**src/rtl/id_stage.sv**
```systemverilog
// id_stage: instruction-decode stage of the 16-bit, 5-stage pipelined CPU.
//
// Decodes the IF/ID instruction word into control signals, register
// specifiers, a sign-extended immediate and two register operands. It also
// holds the architectural register file, which the WB stage writes.
//
// Optional build macro:
//   REG_BYPASS_EN - a read of the register being written in the same cycle
//                   returns i_wrData combinationally. When undefined, the
//                   read returns the stored (old) value until after the edge.
//
// Ports:
//   i_clk, i_rst            clock, synchronous active-high reset
//   i_hlt                   processor halted (blocks register writes)
//   i_instr, i_pc           instruction word and its PC
//   i_wrReg/i_wrData/i_wrEn WB write port
//   i_Z                     zero flag from EX (conditions ADDZ)
//   o_port0, o_port1        register operands
//   o_sext                  sign-extended immediate
//   o_instr                 instruction passthrough
//   o_wrReg, o_wrRegEn      destination register and its enable
//   o_memRd, o_memWr        LW / SW
//   o_aluOp, o_aluSrc       ALU operation, ALU B operand select
//   o_mem2reg               writeback selects memory data
//   o_sawBr, o_sawJ         branch / jump seen
//   o_shAmt                 shift amount
//   o_rdReg1, o_rdReg2      read register numbers
//   o_rdReg1En, o_rdReg2En  read ports are real sources (hazard unit)
//   o_hlt                   HLT instruction
module id_stage #(
   parameter int DATA_W = 16,
   parameter int NREG   = 16
) (
   input  logic              i_clk,
   input  logic              i_rst,
   input  logic              i_hlt,
   input  logic [15:0]       i_instr,
   input  logic [15:0]       i_pc,
   input  logic [3:0]        i_wrReg,
   input  logic [DATA_W-1:0] i_wrData,
   input  logic              i_wrEn,
   input  logic              i_Z,
   output logic [DATA_W-1:0] o_port0,
   output logic [DATA_W-1:0] o_port1,
   output logic [DATA_W-1:0] o_sext,
   output logic [15:0]       o_instr,
   output logic [3:0]        o_wrReg,
   output logic              o_memRd,
   output logic              o_memWr,
   output logic [3:0]        o_aluOp,
   output logic              o_mem2reg,
   output logic              o_sawBr,
   output logic              o_sawJ,
   output logic              o_aluSrc,
   output logic [3:0]        o_shAmt,
   output logic [3:0]        o_rdReg1,
   output logic [3:0]        o_rdReg2,
   output logic              o_hlt,
   output logic              o_wrRegEn,
   output logic              o_rdReg1En,
   output logic              o_rdReg2En
);

   localparam logic [3:0] OP_ADDZ = 4'h1;
   localparam logic [3:0] OP_SRA  = 4'h7;
   localparam logic [3:0] OP_NOR  = 4'h4;
   localparam logic [3:0] OP_LW   = 4'h8;
   localparam logic [3:0] OP_SW   = 4'h9;
   localparam logic [3:0] OP_LHB  = 4'hA;
   localparam logic [3:0] OP_LLB  = 4'hB;
   localparam logic [3:0] OP_B    = 4'hC;
   localparam logic [3:0] OP_JAL  = 4'hD;
   localparam logic [3:0] OP_JR   = 4'hE;
   localparam logic [3:0] OP_HLT  = 4'hF;

   logic [3:0] w_op, w_rd, w_rs, w_rt;
   logic       w_wrQual;
   logic       w_wrCand;

   logic [DATA_W-1:0] r_regs [NREG];

   assign w_op = i_instr[15:12];
   assign w_rd = i_instr[11:8];
   assign w_rs = i_instr[7:4];
   assign w_rt = i_instr[3:0];

   // i_pc is carried alongside the instruction but not needed for decode.
   logic w_pcUnused;
   assign w_pcUnused = ^i_pc;

   assign o_instr   = i_instr;
   assign o_shAmt   = w_rt;
   assign o_memRd   = (w_op == OP_LW);
   assign o_memWr   = (w_op == OP_SW);
   assign o_mem2reg = (w_op == OP_LW);
   assign o_sawBr   = (w_op == OP_B);
   assign o_sawJ    = (w_op == OP_JAL) || (w_op == OP_JR);
   assign o_hlt     = (w_op == OP_HLT);
   assign o_aluSrc  = (w_op == OP_LW) || (w_op == OP_SW) ||
                      (w_op == OP_LHB) || (w_op == OP_LLB);

   // WB write that will actually land at the next edge (ignoring reset,
   // which also forces the operands to zero).
   assign w_wrQual = i_wrEn & ~i_hlt & (i_wrReg != 4'd0);

   always_comb begin
      o_aluOp    = 4'd0;
      o_sext     = '0;
      o_rdReg1   = 4'd0;
      o_rdReg1En = 1'b0;
      o_rdReg2   = 4'd0;
      o_rdReg2En = 1'b0;
      o_wrReg    = 4'd0;
      w_wrCand   = 1'b0;

      if (w_op <= OP_SRA) begin
         o_aluOp    = w_op;
         o_rdReg1   = w_rs;
         o_rdReg1En = 1'b1;
         o_wrReg    = w_rd;
         // ADDZ only commits its result when the zero flag is set.
         w_wrCand   = (w_op != OP_ADDZ) | i_Z;
         if (w_op <= OP_NOR) begin
            o_rdReg2   = w_rt;
            o_rdReg2En = 1'b1;
         end
      end else begin
         case (w_op)
            OP_LW: begin
               o_sext     = {{(DATA_W-4){i_instr[3]}}, i_instr[3:0]};
               o_rdReg1   = w_rs;
               o_rdReg1En = 1'b1;
               o_wrReg    = w_rd;
               w_wrCand   = 1'b1;
            end
            OP_SW: begin
               o_sext     = {{(DATA_W-4){i_instr[3]}}, i_instr[3:0]};
               o_rdReg1   = w_rs;
               o_rdReg1En = 1'b1;
               // Store data comes from rd on port 1.
               o_rdReg2   = w_rd;
               o_rdReg2En = 1'b1;
            end
            OP_LHB, OP_LLB: begin
               o_aluOp  = w_op;
               o_sext   = {{(DATA_W-8){i_instr[7]}}, i_instr[7:0]};
               o_wrReg  = w_rd;
               w_wrCand = 1'b1;
               // LHB keeps the low byte of rd, so rd is also a source.
               if (w_op == OP_LHB) begin
                  o_rdReg1   = w_rd;
                  o_rdReg1En = 1'b1;
               end
            end
            OP_B: begin
               o_sext = {{(DATA_W-9){i_instr[8]}}, i_instr[8:0]};
            end
            OP_JAL: begin
               o_sext   = {{(DATA_W-12){i_instr[11]}}, i_instr[11:0]};
               o_wrReg  = 4'hF;
               w_wrCand = 1'b1;
            end
            OP_JR: begin
               o_rdReg1   = w_rs;
               o_rdReg1En = 1'b1;
            end
            default: ;
         endcase
      end

      o_wrRegEn = w_wrCand & (o_wrReg != 4'd0);
   end

   // Read ports: R0 and reset both yield zero.
   always_comb begin
      o_port0 = '0;
      o_port1 = '0;
      if (!i_rst) begin
         if (o_rdReg1 != 4'd0) o_port0 = r_regs[o_rdReg1];
         if (o_rdReg2 != 4'd0) o_port1 = r_regs[o_rdReg2];
`ifdef REG_BYPASS_EN
         if (w_wrQual && (o_rdReg1 == i_wrReg)) o_port0 = i_wrData;
         if (w_wrQual && (o_rdReg2 == i_wrReg)) o_port1 = i_wrData;
`endif
      end
   end

   // Register file; reset wins over a simultaneous write.
   always_ff @(posedge i_clk) begin
      if (i_rst) begin
         for (int i = 0; i < NREG; i++) r_regs[i] <= '0;
      end else if (w_wrQual) begin
         r_regs[i_wrReg] <= i_wrData;
      end
   end

endmodule

```
**config.mk**
```make
export PLATFORM = sky130hd
export DESIGN_NAME = id_stage
export DESIGN_NICKNAME = d
export VERILOG_FILES = /design/src/rtl/id_stage.sv
export SDC_FILE = /design/constraint.sdc
export NUM_CORES = 1
export LEC_CHECK = 0
export ABC_AREA = 1
export CAP_MARGIN = 20
export CORE_ASPECT_RATIO = 1.1
export CORE_MARGIN = 1.5
export CORE_UTILIZATION = 40
export CTS_CLUSTER_DIAMETER = 60
export CTS_CLUSTER_SIZE = 28
export DETAILED_ROUTE_END_ITERATION = 10
export PLACE_DENSITY = 0.69
export SETUP_SLACK_MARGIN = 0.2
export SLEW_MARGIN = 20
export SYNTH_ARGS = -nofsm -noshare
export SYNTH_HDL_FRONTEND = slang
export SYNTH_SLANG_ARGS = --single-unit
```
**constraint.sdc**
```tcl
create_clock -name i_clk -period 3.5 [get_ports i_clk]
set_clock_uncertainty 0.1 [all_clocks]
set_input_delay 0.35 -clock i_clk [delete_from_list [all_inputs] [get_ports i_clk]]
set_output_delay 0.35 -clock i_clk [all_outputs]
set_load 0.01 [all_outputs]
```
==> metrics, run 1 <==
P&R area growth vs syn 27.39%; biggest regs r_regs: 256 flops; Die X 188.8 um; CTS Buf Count 23; DPL Wire Length 40010 um; hold-fix buffer count after cts 0; crit path max fanout 17; PD cells 424.3 nW/um^2; outcome complete, no violations; DRT Wirelength 59480 um; Ant. Diodes 0; Fin. Hold Viols 0; Starting Density 40.72%; Num Clock Sinks 256; pin count of the biggest net entering global routing 46; vias per std cell 5.860; Syn Inst Count 1927; post-synth top area cell edfxtp_1; clk slew on worst S/H paths 90 ps; Tcrit/Tclk final 91.60%; WP data required 3050 ps; Routed Antenna Nets 0; Switching Share 31.98%; Top reg by flops r_regs; post-route minimum period 3206 ps; Final setup viols 0; Pins Over Slew Limit 0; top area cells in the synthesized netlist edfxtp_1 (51%), nand2_1 (13%), nand3_1 (10%); FILL cells 3429; worst rel slew slack 42.69%; overall power 8.214 mW; crit path launch i_instr[14]; CP Launch Type input pin; layout cells sized above 1 14.09%; hold crit path type input pin to flip-flop; worst-margin pin slew 858.8 ps; Cell Chain, Critical Path dlygate4sd2_1, inv_2, nand3_1, nand2_2, nand2_1, nand2_1, nor2_4, nand3_1, nand3_1, nand3_1, nand2_1, nor2_1, dlygate4sd2_1; clk root buf clkbuf_16; peak supply drop 0.0003451 V; vias 15412; clk buf depth 3; CP peak stage delay 600 ps; DRT iter0 DRCs 2046; arrival time worst endpoint 2760 ps; Sequential Power Share 44.3%; vias in the first global route 14598; synthesized area 15200 um^2; FP Rows 74; CTS tree done; Crit Path Class input pin to output pin; share of the synthesized area in the top cell type 50.59%; first-pass GRT wire length 89070 um; full die area 39170 um^2; Yosys Warn Count 0; initial antenna violation count 0; CP max stage cell nor2_4; RSZ-0062 raised after global routing yes; WP depth 13; drt wl/cell 22.62 um; I/O Buffers 134; Critical path destination o_port0[3]; cell mode on critical path nand3_1; fmax 311.9 MHz; FF+latch area 7687 um^2; maxcap violations 0; DRC 0; sequential area share after synthesis 50.59%; max reg flops 256; Synth Area per Inst 7.886 um^2; H-tree levels 1; Int Pwr 5.587 mW; CP bufs+invs 3; utilization after layout 51.88%; GR Util All Layers 29.94%; boundary pin count 151; Top delay family on crit path simple AND/OR/NAND/NOR gates; clock power share 33.5%; Sw Pwr 2.627 mW; core area 37310 um^2; Static Leak 8.281 nW; TritonRoute pass-1 iters 7; Yosys reg bits 256; grt total ovfl 0; die height 207.4 um; Placer Congestion 1.003; Logic pwr share 22.2%; Layout Nets 2177; Synth cell types 38; area occupied by multi-input gates 6538 um^2; critical path endpoint category output pin
-- worst min-delay path, cell delays in order --
cell             delay (ps)
clkdlybuf4s50_1         450
inv_1                   310
nor2_1                  190
-- per-stage QoR --
step           setup TNS [ps]  cell area (um^2)  hold WS [ps]  setup slack [ps]  instances
2_1_floorplan               0             15250         514.8              1243       1942
3_3_place_gp            -9977             18180          1289            -433.4       2576
3_5_place_dp           -10730             18180          1299            -438.6       2576
4_1_cts                     0             19300         725.5             200.2       2629
5_1_grt                     0             19360         760.8             143.6       2630
6_report                    0             19360         753.0             294.1       2630
-- timing repair --
item / in CTS / in global routing
endpoints found under the setup margin: 37 / 12
pin swaps: 4 / 3
buffers inserted: 7 / 0
cloned: 5 / 1
gates resized for setup: 66 / 16
-- kinds of logic after synthesis --
family,after synthesis,share of synthesized area [%]
compound gates,58,2.421
buf+inv,242,7.690
simple gates,1370,39.28
flops,256,50.59
other cells,1,0.02468
-- worst min path at each step --
stage / startpoint / end / slack (ps) / cells after the start
after floorplan: i_wrData[15] / r_regs[1][15] / 510 / 2
after global placement: i_wrData[0] / r_regs[5][0] / 1290 / 3
after detailed placement: i_wrData[0] / r_regs[4][0] / 1300 / 3
after CTS: i_wrData[0] / r_regs[1][0] / 730 / 3
after global routing: i_wrData[0] / r_regs[1][0] / 760 / 3
final: i_wrData[9] / r_regs[5][9] / 750 / 3
-- synth_stat cells --
master	instances
inv_2	10
edfxtp_1	256
nand3b_1	14
nor2_1	381
nand3_1	315
o21a_1	1
nor3_1	2
o22ai_4	1
a22oi_1	1
o21ai_1	27
a31oi_4	1
o22ai_2	1
nand2_1	526
nand2_4	4
a41oi_1	1
a21oi_1	13
nand3_2	1
o211ai_1	1
a31oi_1	2
conb_1	1
a221oi_1	1
nor2_4	2
nand4_1	115
buf_4	42
clkbuf_1	77
buf_1	4
o22ai_1	1
o21ai_2	1
nand2_2	5
a22oi_4	1
o21ai_0	5
inv_1	52
buf_2	52
nor3b_1	1
or2_2	1
nand3_4	1
nor2_2	2
buf_6	5
-- cell usage in the layout (no fill, tap or decap), drive strengths merged --
master	n
a21oi	13
a221oi	1
a22oi	2
a31oi	3
a41oi	1
buf	193
bufbuf	4
clkbuf	25
clkdlybuf4s15	4
clkdlybuf4s50	97
clkinv	10
conb	16
dlygate4sd2	29
dlymetal6s2s	3
edfxtp	256
inv	70
nand2	535
nand3	317
nand3b	14
nand4	115
nor2	386
nor3	2
nor3b	1
o211ai	1
o21a	1
o21ai	33
o22ai	3
or2	1
-- cell type report --
cell class                      instances  area share, %
Sequential cell                       256          39.71
Multi-Input combinational cell       1445          33.77
Timing Repair Buffer                  332          17.82
Tap cell                              494          3.193
Clock inverter                         18          1.312
Clock buffer                           23          2.973
Inverter                               62          1.215
-- power groups by stage --
stage	registers (mW)	clock network, mW	logic [mW]
CTS	3.63	2.78	1.77
global route	3.65	2.88	1.93
finish	3.64	2.76	1.82
detailed placement	3.70	0	1.71
floorplan	3.67	0	0.912
global placement	3.69	0	1.70
-- routing by layer --
layer  track usage [%]  up-vias  part of all wire (%)
met2             47.03     1197                    45
met3             5.004      210                    12
met5                 0        -                     0
met1             39.10     7138                    37
li1                  -     6867                     -
met4             17.10        0                   6.5
Power figures use the tool's default switching activity.
==> run 2: changes to the inputs <==
--- a/config.mk
+++ b/config.mk
@@ -10,7 +10,7 @@
 export CORE_ASPECT_RATIO = 1.1
 export CORE_MARGIN = 1.5
 export CORE_UTILIZATION = 40
-export CTS_CLUSTER_DIAMETER = 60
+export CTS_CLUSTER_DIAMETER = 40
 export CTS_CLUSTER_SIZE = 28
 export DETAILED_ROUTE_END_ITERATION = 10
 export PLACE_DENSITY = 0.69
==> metrics, run 2 (synthesis gave the netlist of run 1 again) <==
outcome complete, no violations; biggest regs r_regs: 256 flops; setup ws final 167.3 ps (-126.8 ps); Top delay family on crit path buffers and inverters; vias in the first global route 14656 (+0.40%); clk buf depth 3 (unchanged); crit path max fanout 7 (-10); I/O Buffers 134 (unchanged); Sequential Power Share 39.2% (-5.1 points); dpl ws -438.6 ps (unchanged); GR Util All Layers 29.82% (-0.12 points); Tcrit/Tclk final 95.22% (+3.6 points); maxcap violations 0 (unchanged); Num Clock Sinks 256 (unchanged); clk slew on worst S/H paths 60 ps (-30 ps); hold crit path type input pin to flip-flop; Crit Path Class input pin to output pin; first-pass GRT wire length 88710 um (-0.40%); H-tree levels 2 (+1); overall power 9.297 mW (+13%); commonest cells after routing, fill and taps aside nand2_1 (521), nor2_1 (364), nand3_1 (314), edfxtp_1 (256), buf_4 (153); initial antenna violation count 0 (unchanged); peak supply drop 0.0002789 V (-19%); CP bufs+invs 5 (+2); Switching Share 28.92% (-3.1 points); pin count of the biggest net entering global routing 46 (unchanged); Starting Density 40.72% (unchanged); Final setup viols 0 (unchanged); post-route minimum period 3333 ps (+126.8 ps); TritonRoute pass-1 iters 6 (-1); RSZ-0062 raised after global routing yes; arrival time worst endpoint 2880 ps (+120 ps); FF+latch area 7687 um^2 (unchanged); CP peak stage delay 520 ps (-80 ps); worst rel slew slack 43.80% (+1.1 points); FILL cells 3361 (-2.0%); DRT iter0 DRCs 2211 (+8.1%); die height 207.4 um (unchanged); Top reg by flops r_regs; CP max stage cell clkdlybuf4s50_1; vias per std cell 5.857 (about the same); DPL Wire Length 40010 um (unchanged); boundary pin count 151 (unchanged); full die area 39170 um^2 (unchanged); cell mode on critical path nand3_1; vias 15585 (+1.1%); layout cells sized above 1 15.69% (+1.6 points); clock power share 41.1% (+7.6 points); clk root buf clkbuf_16; area occupied by multi-input gates 6545 um^2 (+0.11%); core area 37310 um^2 (unchanged); grt total ovfl 0 (unchanged); Placer Congestion 1.003 (unchanged); Logic pwr share 19.8% (-2.4 points); utilization after layout 53.31% (+1.4 points); Cell Chain, Critical Path clkdlybuf4s50_1, inv_1, nor2_4, nand3b_1, buf_12, buf_4, nand3_1, nand3_1, nand3_1, nand2_1, nor2_1, clkdlybuf4s50_1; critical path endpoint category output pin; Pins Over Slew Limit 0 (unchanged); CTS Buf Count 35 (+52%); DRT Wirelength 60100 um (+1.0%); max reg flops 256 (unchanged); hold-fix buffer count after cts 0 (unchanged); CP Launch Type input pin; Ant. Diodes 0 (unchanged); CTS tree done; Static Leak 8.542 nW (+3.2%); setup TNS 0 ps (unchanged); worst-margin pin slew 842.1 ps (-16.69 ps); Sw Pwr 2.689 mW (+2.4%); FP Rows 74 (unchanged); Fin. Hold Viols 0 (unchanged); P&R area growth vs syn 30.89%; Layout Nets 2198 (+0.96%); Die X 188.8 um (unchanged); drt wl/cell 22.58 um (-0.14%); WP data required 3050 ps (about the same); DRC 0 (unchanged); Int Pwr 6.609 mW (+18%); most common cell after layout, fill and taps aside nand2_1; PD cells 467.4 nW/um^2 (+10%); fmax 300.1 MHz (-3.8%); Routed Antenna Nets 0 (unchanged)
run 2: layout make-up:
| type | instances | share of cell area [%] |
|---|---|---|
| inverters | 62 | 1.195 |
| repair buffers | 341 | 17.83 |
| clock inverters | 25 | 1.642 |
| multi-input cells | 1445 | 32.91 |
| well taps | 494 | 3.108 |
| flip-flops and latches | 256 | 38.65 |
| clock buffers | 38 | 4.674 |
run 2: layer usage:
metal / vias up / share of wire (%) / track usage [%]
met2: 1143 / 46 / 47.44
met4: 0 / 5.8 / 16.04
met3: 206 / 11 / 4.920
met1: 7317 / 37 / 38.88
li1: 6919 / - / -
met5: - / 0 / 0
run 2: final timing paths:
kind                   startpoint            to  slack, ps  cells after the start
worst max-delay path   i_instr[5]    o_port0[8]        170                     12
worst min-delay path  i_wrData[0]  r_regs[1][0]        770                      3
run 2: power groups by stage:
stage	Clock, mW	Combinational (mW)	Sequential [mW]
5_1_grt	3.93	1.95	3.66
2_1_floorplan	0	0.912	3.67
6_report	3.82	1.84	3.64
4_1_cts	3.82	1.76	3.64
3_5_place_dp	0	1.71	3.70
3_3_place_gp	0	1.70	3.69
run 2: repair_timing:
action                     4_1_cts  5_1_grt
setup endpoints to repair       37       20
cloned                           5        3
pin swaps                        6        7
buffers inserted                 6        8
resized for setup               65       38
run 2: through the flow:
| stage | cells | hold WS [ps] | cell area (um^2) |
|---|---|---|---|
| 6_report | 2661 | 772.5 | 19890 |
| 5_1_grt | 2661 | 781.8 | 19890 |
| 4_1_cts | 2650 | 751.3 | 19730 |
| 3_5_place_dp | 2576 | 1299 | 18180 |
| 3_3_place_gp | 2576 | 1289 | 18180 |
| 2_1_floorplan | 1942 | 514.8 | 15250 |
